<file path="src/rtl/neuron_pkg.sv">
// neuron_pkg: shared Q8.24 defaults, saturation/clamp constants and FSM state type.
package neuron_pkg;
   localparam int DEF_WIDTH = 32;
   localparam int DEF_FBITS = 24;
   localparam logic [31:0] Q_ONE     = 32'h0100_0000;
   localparam logic [31:0] Q_NEG_ONE = 32'hFF00_0000;
   localparam logic [31:0] Q_MAX     = 32'h7FFF_FFFF;
   localparam logic [31:0] Q_MIN     = 32'h8000_0000;
   typedef enum logic [2:0] {IDLE, ACC, DRAIN, FIN, OUT} state_t;
endpackage

</file>
<file path="src/rtl/mult_Q.sv">
// mult_Q: signed fixed-point multiply, full-width product floor-shifted by FBITS.
module mult_Q #(
   parameter int WIDTH = 32,
   parameter int FBITS = 24,
   parameter int OUT_W = 40
) (
   input  logic signed [WIDTH-1:0] a,
   input  logic signed [WIDTH-1:0] b,
   output logic        [OUT_W-1:0] p
);
   logic signed [2*WIDTH-1:0] full;
   assign full = a * b;
   assign p = OUT_W'(full >>> FBITS);
endmodule

</file>
<file path="src/rtl/neuron_h_sat_clamp.sv">
// sat_clamp: saturates a wide signed sum to WIDTH bits; with NEURON_H_HARDTANH_EN
// defined it further clamps the result to [-1.0, +1.0].
module sat_clamp
   import neuron_pkg::*;
#(
   parameter int IN_W  = 41,
   parameter int WIDTH = DEF_WIDTH
) (
   input  logic [IN_W-1:0]  d,
   output logic [WIDTH-1:0] q
);
   localparam logic [WIDTH-1:0] MX = {1'b0, {(WIDTH-1){1'b1}}};
   logic [WIDTH-1:0] s;
   logic fits;
   // the value fits when every bit above the WIDTH sign bit copies it
   assign fits = &d[IN_W-1:WIDTH-1] | ~|d[IN_W-1:WIDTH-1];
   assign s = fits ? d[WIDTH-1:0] : d[IN_W-1] ? ~MX : MX;
`ifdef NEURON_H_HARDTANH_EN
   localparam logic [WIDTH-1:0] ONE = WIDTH'(Q_ONE);
   localparam logic [WIDTH-1:0] NEG = WIDTH'($signed(Q_NEG_ONE));
   assign q = $signed(s) > $signed(ONE) ? ONE : $signed(s) < $signed(NEG) ? NEG : s;
`else
   assign q = s;
`endif
endmodule

</file>
<file path="src/rtl/neuron_h_serial.sv">
// neuron_h_serial: serial hidden-layer neuron, sum(x*w)+bias saturated to Q8.24.
// Optional hard-tanh output clamp selected by NEURON_H_HARDTANH_EN.
module neuron_h_serial
   import neuron_pkg::*;
#(
   parameter int WIDTH = DEF_WIDTH,
   parameter int FBITS = DEF_FBITS,
   parameter int N_IN  = 2,
   parameter int GUARD = 8
) (
   input  logic             clock,
   input  logic             reset,
   input  logic             start,
   input  logic [WIDTH-1:0] bias,
   input  logic             x_valid,
   output logic             x_ready,
   input  logic [WIDTH-1:0] x,
   input  logic [WIDTH-1:0] w,
   output logic             out_valid,
   input  logic             out_ready,
   output logic [WIDTH-1:0] y,
   output logic             busy
);
   localparam int ACC_W = WIDTH + GUARD;
   localparam int CW = N_IN > 1 ? $clog2(N_IN) : 1;
   state_t state, nxt;
   logic [ACC_W-1:0] acc, p_q, prod;
   logic [ACC_W:0] sum;
   logic [WIDTH-1:0] bias_q, sat;
   logic [CW-1:0] cnt;
   logic p_vld, hs, ld, last;

   mult_Q #(.WIDTH(WIDTH), .FBITS(FBITS), .OUT_W(ACC_W)) u_mul (.a(x), .b(w), .p(prod));

   assign sum = {acc[ACC_W-1], acc} + {{(GUARD+1){bias_q[WIDTH-1]}}, bias_q};

   sat_clamp #(.IN_W(ACC_W+1), .WIDTH(WIDTH)) u_sat (.d(sum), .q(sat));

   assign hs   = x_valid & x_ready;
   assign last = cnt == CW'(N_IN-1);
   // start is honoured only from IDLE or while the current result is being consumed
   assign ld   = start & (state == IDLE | (state == OUT & out_ready));

   always_comb begin
      x_ready   = state == ACC;
      busy      = state != IDLE;
      out_valid = state == OUT;
      nxt = ld ? ACC :
            state == ACC   ? (hs && last ? DRAIN : ACC) :
            state == DRAIN ? FIN :
            state == FIN   ? OUT :
            state == OUT   ? (out_ready ? IDLE : OUT) : IDLE;
   end

   always_ff @(posedge clock or negedge reset)
      if (!reset) state <= IDLE;
      else state <= nxt;

   always_ff @(posedge clock or negedge reset)
      if (!reset) begin
         acc    <= '0;
         p_q    <= '0;
         p_vld  <= 1'b0;
         cnt    <= '0;
         bias_q <= '0;
         y      <= '0;
      end else begin
         if (ld) begin
            acc    <= '0;
            cnt    <= '0;
            bias_q <= bias;
         end else begin
            if (p_vld) acc <= acc + p_q;
            if (hs) cnt <= cnt + 1'b1;
         end
         p_vld <= hs;
         if (hs) p_q <= prod;
         if (state == FIN) y <= sat;
      end
endmodule

</file>
<file path="config.mk">
export PLATFORM = sky130hd
export DESIGN_NAME = neuron_h_serial
export DESIGN_NICKNAME = d
export VERILOG_FILES = /design/src/rtl/neuron_pkg.sv /design/src/rtl/mult_Q.sv /design/src/rtl/neuron_h_sat_clamp.sv /design/src/rtl/neuron_h_serial.sv
export SDC_FILE = /design/constraint.sdc
export NUM_CORES = 2
export LEC_CHECK = 0
export ABC_AREA = 1
export BUFFER_PORTS_ARGS = -buffer_cell sky130_fd_sc_hd__buf_2
export CAP_MARGIN = 40
export CELL_PAD_IN_SITES_DETAIL_PLACEMENT = 1
export CELL_PAD_IN_SITES_GLOBAL_PLACEMENT = 1
export CORE_UTILIZATION = 35
export CTS_CLUSTER_SIZE = 40
export DETAILED_ROUTE_END_ITERATION = 7
export PLACE_DENSITY_LB_ADDON = 0.1
export SLEW_MARGIN = 20
export SYNTH_ARGS = -nofsm -noshare
export SYNTH_HDL_FRONTEND = slang
export SYNTH_SLANG_ARGS = --single-unit
</file>
<file path="constraint.sdc">
create_clock -name clock -period 3.2 [get_ports clock]
set_input_delay 0.16 -clock clock [delete_from_list [all_inputs] [get_ports clock]]
set_output_delay 0.16 -clock clock [all_outputs]
set_load 0.005 [all_outputs]
</file>
==> results by stage <==
Status:
- The flow ran to the end, but the final reports show violations.
- The final reports fail on setup timing.

GRT:
- After global routing the overflow that remains totals 0.
- The number of antenna violations at the first check in global routing is 1.
- Entering global routing, the biggest net connects 67 pins.
- The global-route wire length before repair is approximately 270,000 µm.
- The via count of the first global-routing pass is approximately 47,000.
- The overall routing resource usage is approximately a quarter.

Timing:
- The number of max-slew violations in the final report came to 0.
- The final critical-path share of the clock period is 200%.
- The final setup violation count is 40.
- Setup repair after global routing could not meet its margin everywhere.
- Subtracting the final worst setup slack from the clock period gives about 6.4 ns.
- After layout, the worst setup slack is -3.21 ns.
- In this run the tightest slew margin relative to its limit is around half.
- The setup TNS is -121.32 ns.
- The upper clock frequency limit is around 0.16 GHz.
- The final hold violation count came to 0.
- The measured slew at the worst slew-check pin is between 0.7 and 0.8 ns.
- The worst clock skew on the final layout is 0.0159 ns.

Floorplanning:
- The initial cell density of the core is between 30 and 40%.
- ~140 I/O pins were placed.
- The die outline width is roughly 380 µm.
- The die is ~380 µm tall.
- The die area is approximately 140,000 µm².
- The core region is 138,000 µm².
- The floorplan row count is approximately 140.

Synthesis:
- The sequential area share after synthesis is 7.64%.
- After synthesis the cells add up to between 40,000 and 50,000 µm².
- Yosys instantiated no cell more often than sky130_fd_sc_hd__nand2_1.
- The synthesized design contains 0 enable-type register cells.
- Summing the areas of all xor and xnor instances in the mapped netlist gives between 1 and 1.5% of the synthesized area.
- The largest total area in the synthesized netlist belongs to sky130_fd_sc_hd__fa_1.
- The distinct cell type count of the synthesized netlist is 46.
- After synthesis, the cell types taking the most area are sky130_fd_sc_hd__fa_1, sky130_fd_sc_hd__nand2_1, sky130_fd_sc_hd__inv_1.
- In the synthesized netlist the dominant register cell turns out to be sky130_fd_sc_hd__dfrtp_1.
- The Yosys warning count is 0.
- The post-synthesis simple-gate area fraction is between 10% and 20%.
- The register bit total from synthesis is roughly 150.
- The commonest cells after synthesis are sky130_fd_sc_hd__nand2_1, sky130_fd_sc_hd__inv_1, sky130_fd_sc_hd__fa_1, sky130_fd_sc_hd__nor2_1, sky130_fd_sc_hd__ha_1.
- The synthesized area per cell is between 7 and 8 µm².
- The post-synthesis adder-cell area fraction is 51.1%.
- The post-synth net total is 7,814.
- The share of Yosys cell area claimed by the top area cell type is 44.4%.
- The async set-or-reset flop fraction in the synthesized netlist is 100%.
- By area, the combinational part of the netlist is dominated by adder cells.
- Summing the areas of all compound-gate instances in the mapped netlist gives about 5.2% of the synthesized area.
- After synthesis, the share of cell area in mux cells is 0.715%.
- Synthesis produced a netlist whose cell count is 6,371.

Worst setup path:
- On the critical path, the stage with the largest delay is an instance of sky130_fd_sc_hd__fa_2.
- Of all nets on the critical path, the largest fanout is 8.
- STA classifies the critical path startpoint as an input pin.
- The data arrival time of the critical path is between 6 and 7 ns.
- The dominant cell type by count on the critical path is sky130_fd_sc_hd__fa_1.
- The required time of the critical path is 3.58 ns.
- The peak per-stage delay on the critical path is approximately 0.61 ns.
- The critical setup path kind is in -> reg.
- The worst setup path is captured at a flop.

CTS:
- The tree built by TritonCTS fans out to between 100 and 150 sinks.
- The number of levels the H-tree was split into is 4.
- TritonCTS built the clock tree.
- The clock buffer count from CTS is 17.
- The buffer levels on the longest clock path is 2.
- The cell chosen for the clock root is sky130_fd_sc_hd__clkbuf_16.
- The clock insertion delay at the later pin of the skew report is between 0.4 and 0.5 ns.
- Clock-pin slew was measured on the worst setup and hold paths at roughly 0.07 ns.

Min path:
- The min-delay analysis places its worst path in the category in -> reg.

Detailed routing:
- Detailed routing inserted a total of 42,000 vias.
- The number of violations reported at the end of detailed-routing iteration 0 is between 1,500 and 2,000.
- The detailed-routing iteration count for the pre-antenna-repair pass is 5.
- Dividing the detail-routed wire length by the instance count gives slightly below 20 µm.
- The number of routed nets with antenna violations is 0.
- After detailed routing, the number of vias per cell comes to roughly 4.7.
- The total DRC errors in the routed layout is 0.
- The routed design has ~170,000 µm of wire.

Place:
- The detailed placement HPWL is between 100,000 and 150,000 µm.
- The cell area reported after detailed placement is 57,400 µm².
- The count of buffers added on input and output ports is around 140.
- OpenSTA, run right after detailed placement, puts the worst setup slack at -4.16 ns.
- The final weighted congestion in routability-driven placement is ~0.90.

Cells and area:
- The net count of the finished layout is around 8,500.
- The post-route netlist has approximately 23% of its cells at a drive strength greater than 1.
- The finished cells cover ~62,000 µm².
- The growth of design area from synthesis to finish is 27.2%.

Flow run:
- Across the run, the number of max-cap violations was 0.
## final timing paths
check,start,endpoint,slack [ns],depth (start not counted)
worst max-delay path,x[31],p_q[33],-3.21,26
worst min-delay path,x_valid,state[1],0.02,3
worst max register to register,bias_q[31],y[27],0.16,18
worst min register to register,y[14],y[14],0.48,2
max in group asynchronous,reset,bias_q[12],2.20,4
min in group asynchronous,reset,y[21],0.13,2
## metal layers
metal | share of wire (%) | GRT usage, % | vias to the layer above | wire length (µm)
li1 | - | - | 19600 | -
met1 | 46 | 34.0 | 21800 | 79700
met2 | 49 | 43.4 | 535 | 85200
met3 | 2.8 | 2.09 | 128 | 4870
met4 | 1.7 | 4.35 | 0 | 2980
met5 | 0 | 0 | - | 0
## placed cells by master (no fill, tap or decap), types with 30 or more instances in the layout
cell / netlist / final
sky130_fd_sc_hd__nand2_2: 6 / 74
sky130_fd_sc_hd__dlygate4sd3_1: 0 / 34
sky130_fd_sc_hd__fa_1: 1083 / 1012
sky130_fd_sc_hd__buf_2: 4 / 100
sky130_fd_sc_hd__buf_4: 0 / 580
sky130_fd_sc_hd__ha_4: 0 / 56
sky130_fd_sc_hd__dfrtp_1: 149 / 143
sky130_fd_sc_hd__nor2_4: 0 / 49
sky130_fd_sc_hd__nand2_4: 1 / 32
sky130_fd_sc_hd__nand3_1: 83 / 70
sky130_fd_sc_hd__nor2_1: 277 / 161
sky130_fd_sc_hd__inv_2: 10 / 93
sky130_fd_sc_hd__ha_1: 259 / 188
sky130_fd_sc_hd__fa_2: 0 / 71
sky130_fd_sc_hd__nand4_1: 30 / 30
sky130_fd_sc_hd__o21ai_0: 153 / 92
sky130_fd_sc_hd__mux2_2: 31 / 31
sky130_fd_sc_hd__nand2_1: 1838 / 1735
sky130_fd_sc_hd__a21oi_2: 0 / 58
sky130_fd_sc_hd__nor2_2: 6 / 73
sky130_fd_sc_hd__o21ai_2: 0 / 30
sky130_fd_sc_hd__buf_12: 0 / 89
sky130_fd_sc_hd__buf_6: 6 / 69
sky130_fd_sc_hd__a21oi_1: 198 / 119
sky130_fd_sc_hd__inv_1: 1780 / 1693
sky130_fd_sc_hd__xnor2_1: 38 / 30
## timing repair
item,4_1_cts,5_1_grt
setup buffers,47,40
hold buffers,34,0
gates resized for setup,322,458
cloned,4,5
pin swaps,89,164
endpoints found under the hold margin,157,0
setup endpoints to repair,48,72
## layout make-up
cell class              instances  area [µm²]
well taps                    1794        2240
repair buffers                898        8220
inverters                    1790        6730
fillers                     16600       75800
multi-input cells            4209       40600
clock inverters                14         119
flip-flops and latches        149        3740
diodes                          1        2.50
clock buffers                  18         439
## kinds of logic (layout without fill, tap and decap cells)
| group | after synthesis | in the layout |
|---|---|---|
| adder cells (fa/ha/maj) | 1342 | 1342 |
| AO/OA/AOI/OAI | 460 | 460 |
| buffers and inverters | 2013 | 2720 |
| multiplexers | 31 | 31 |
| AND/OR/NAND/NOR | 2315 | 2315 |
| XOR/XNOR | 61 | 61 |
| flip-flops | 149 | 149 |
| other | 0 | 1 |
## sequential cells by signal (all words and copies together) (netlist names)
| name | count |
|---|---|
| y | 32 |
| cnt | 1 |
| state | 3 |
| p_q | 40 |
| bias_q | 32 |
| acc | 40 |
| p_vld | 1 |
## worst max-delay path: cells and delay by family
kind | cells | cell delay [ns]
fa+ha+maj | 9 | 4.50
compound gates | 5 | 0.97
buf+inv | 10 | 0.96
simple gates | 2 | 0.18
## stage by stage
stage | instances | util (%) | hold slack (ns)
6_report | 8873 | 45.0 | 0.0202
2_1_floorplan | 6371 | - | -0.136
3_5_place_dp | 8713 | 41.7 | 0.0506
4_1_cts | 8829 | 43.5 | 0.00229
3_3_place_gp | 8711 | 41.6 | 0.272
5_1_grt | 8873 | 45.0 | 0.0370
Power is left out: the tool's default activity adds up to more than one toggle a clock period on the data nets, which glitch-free logic cannot reach.
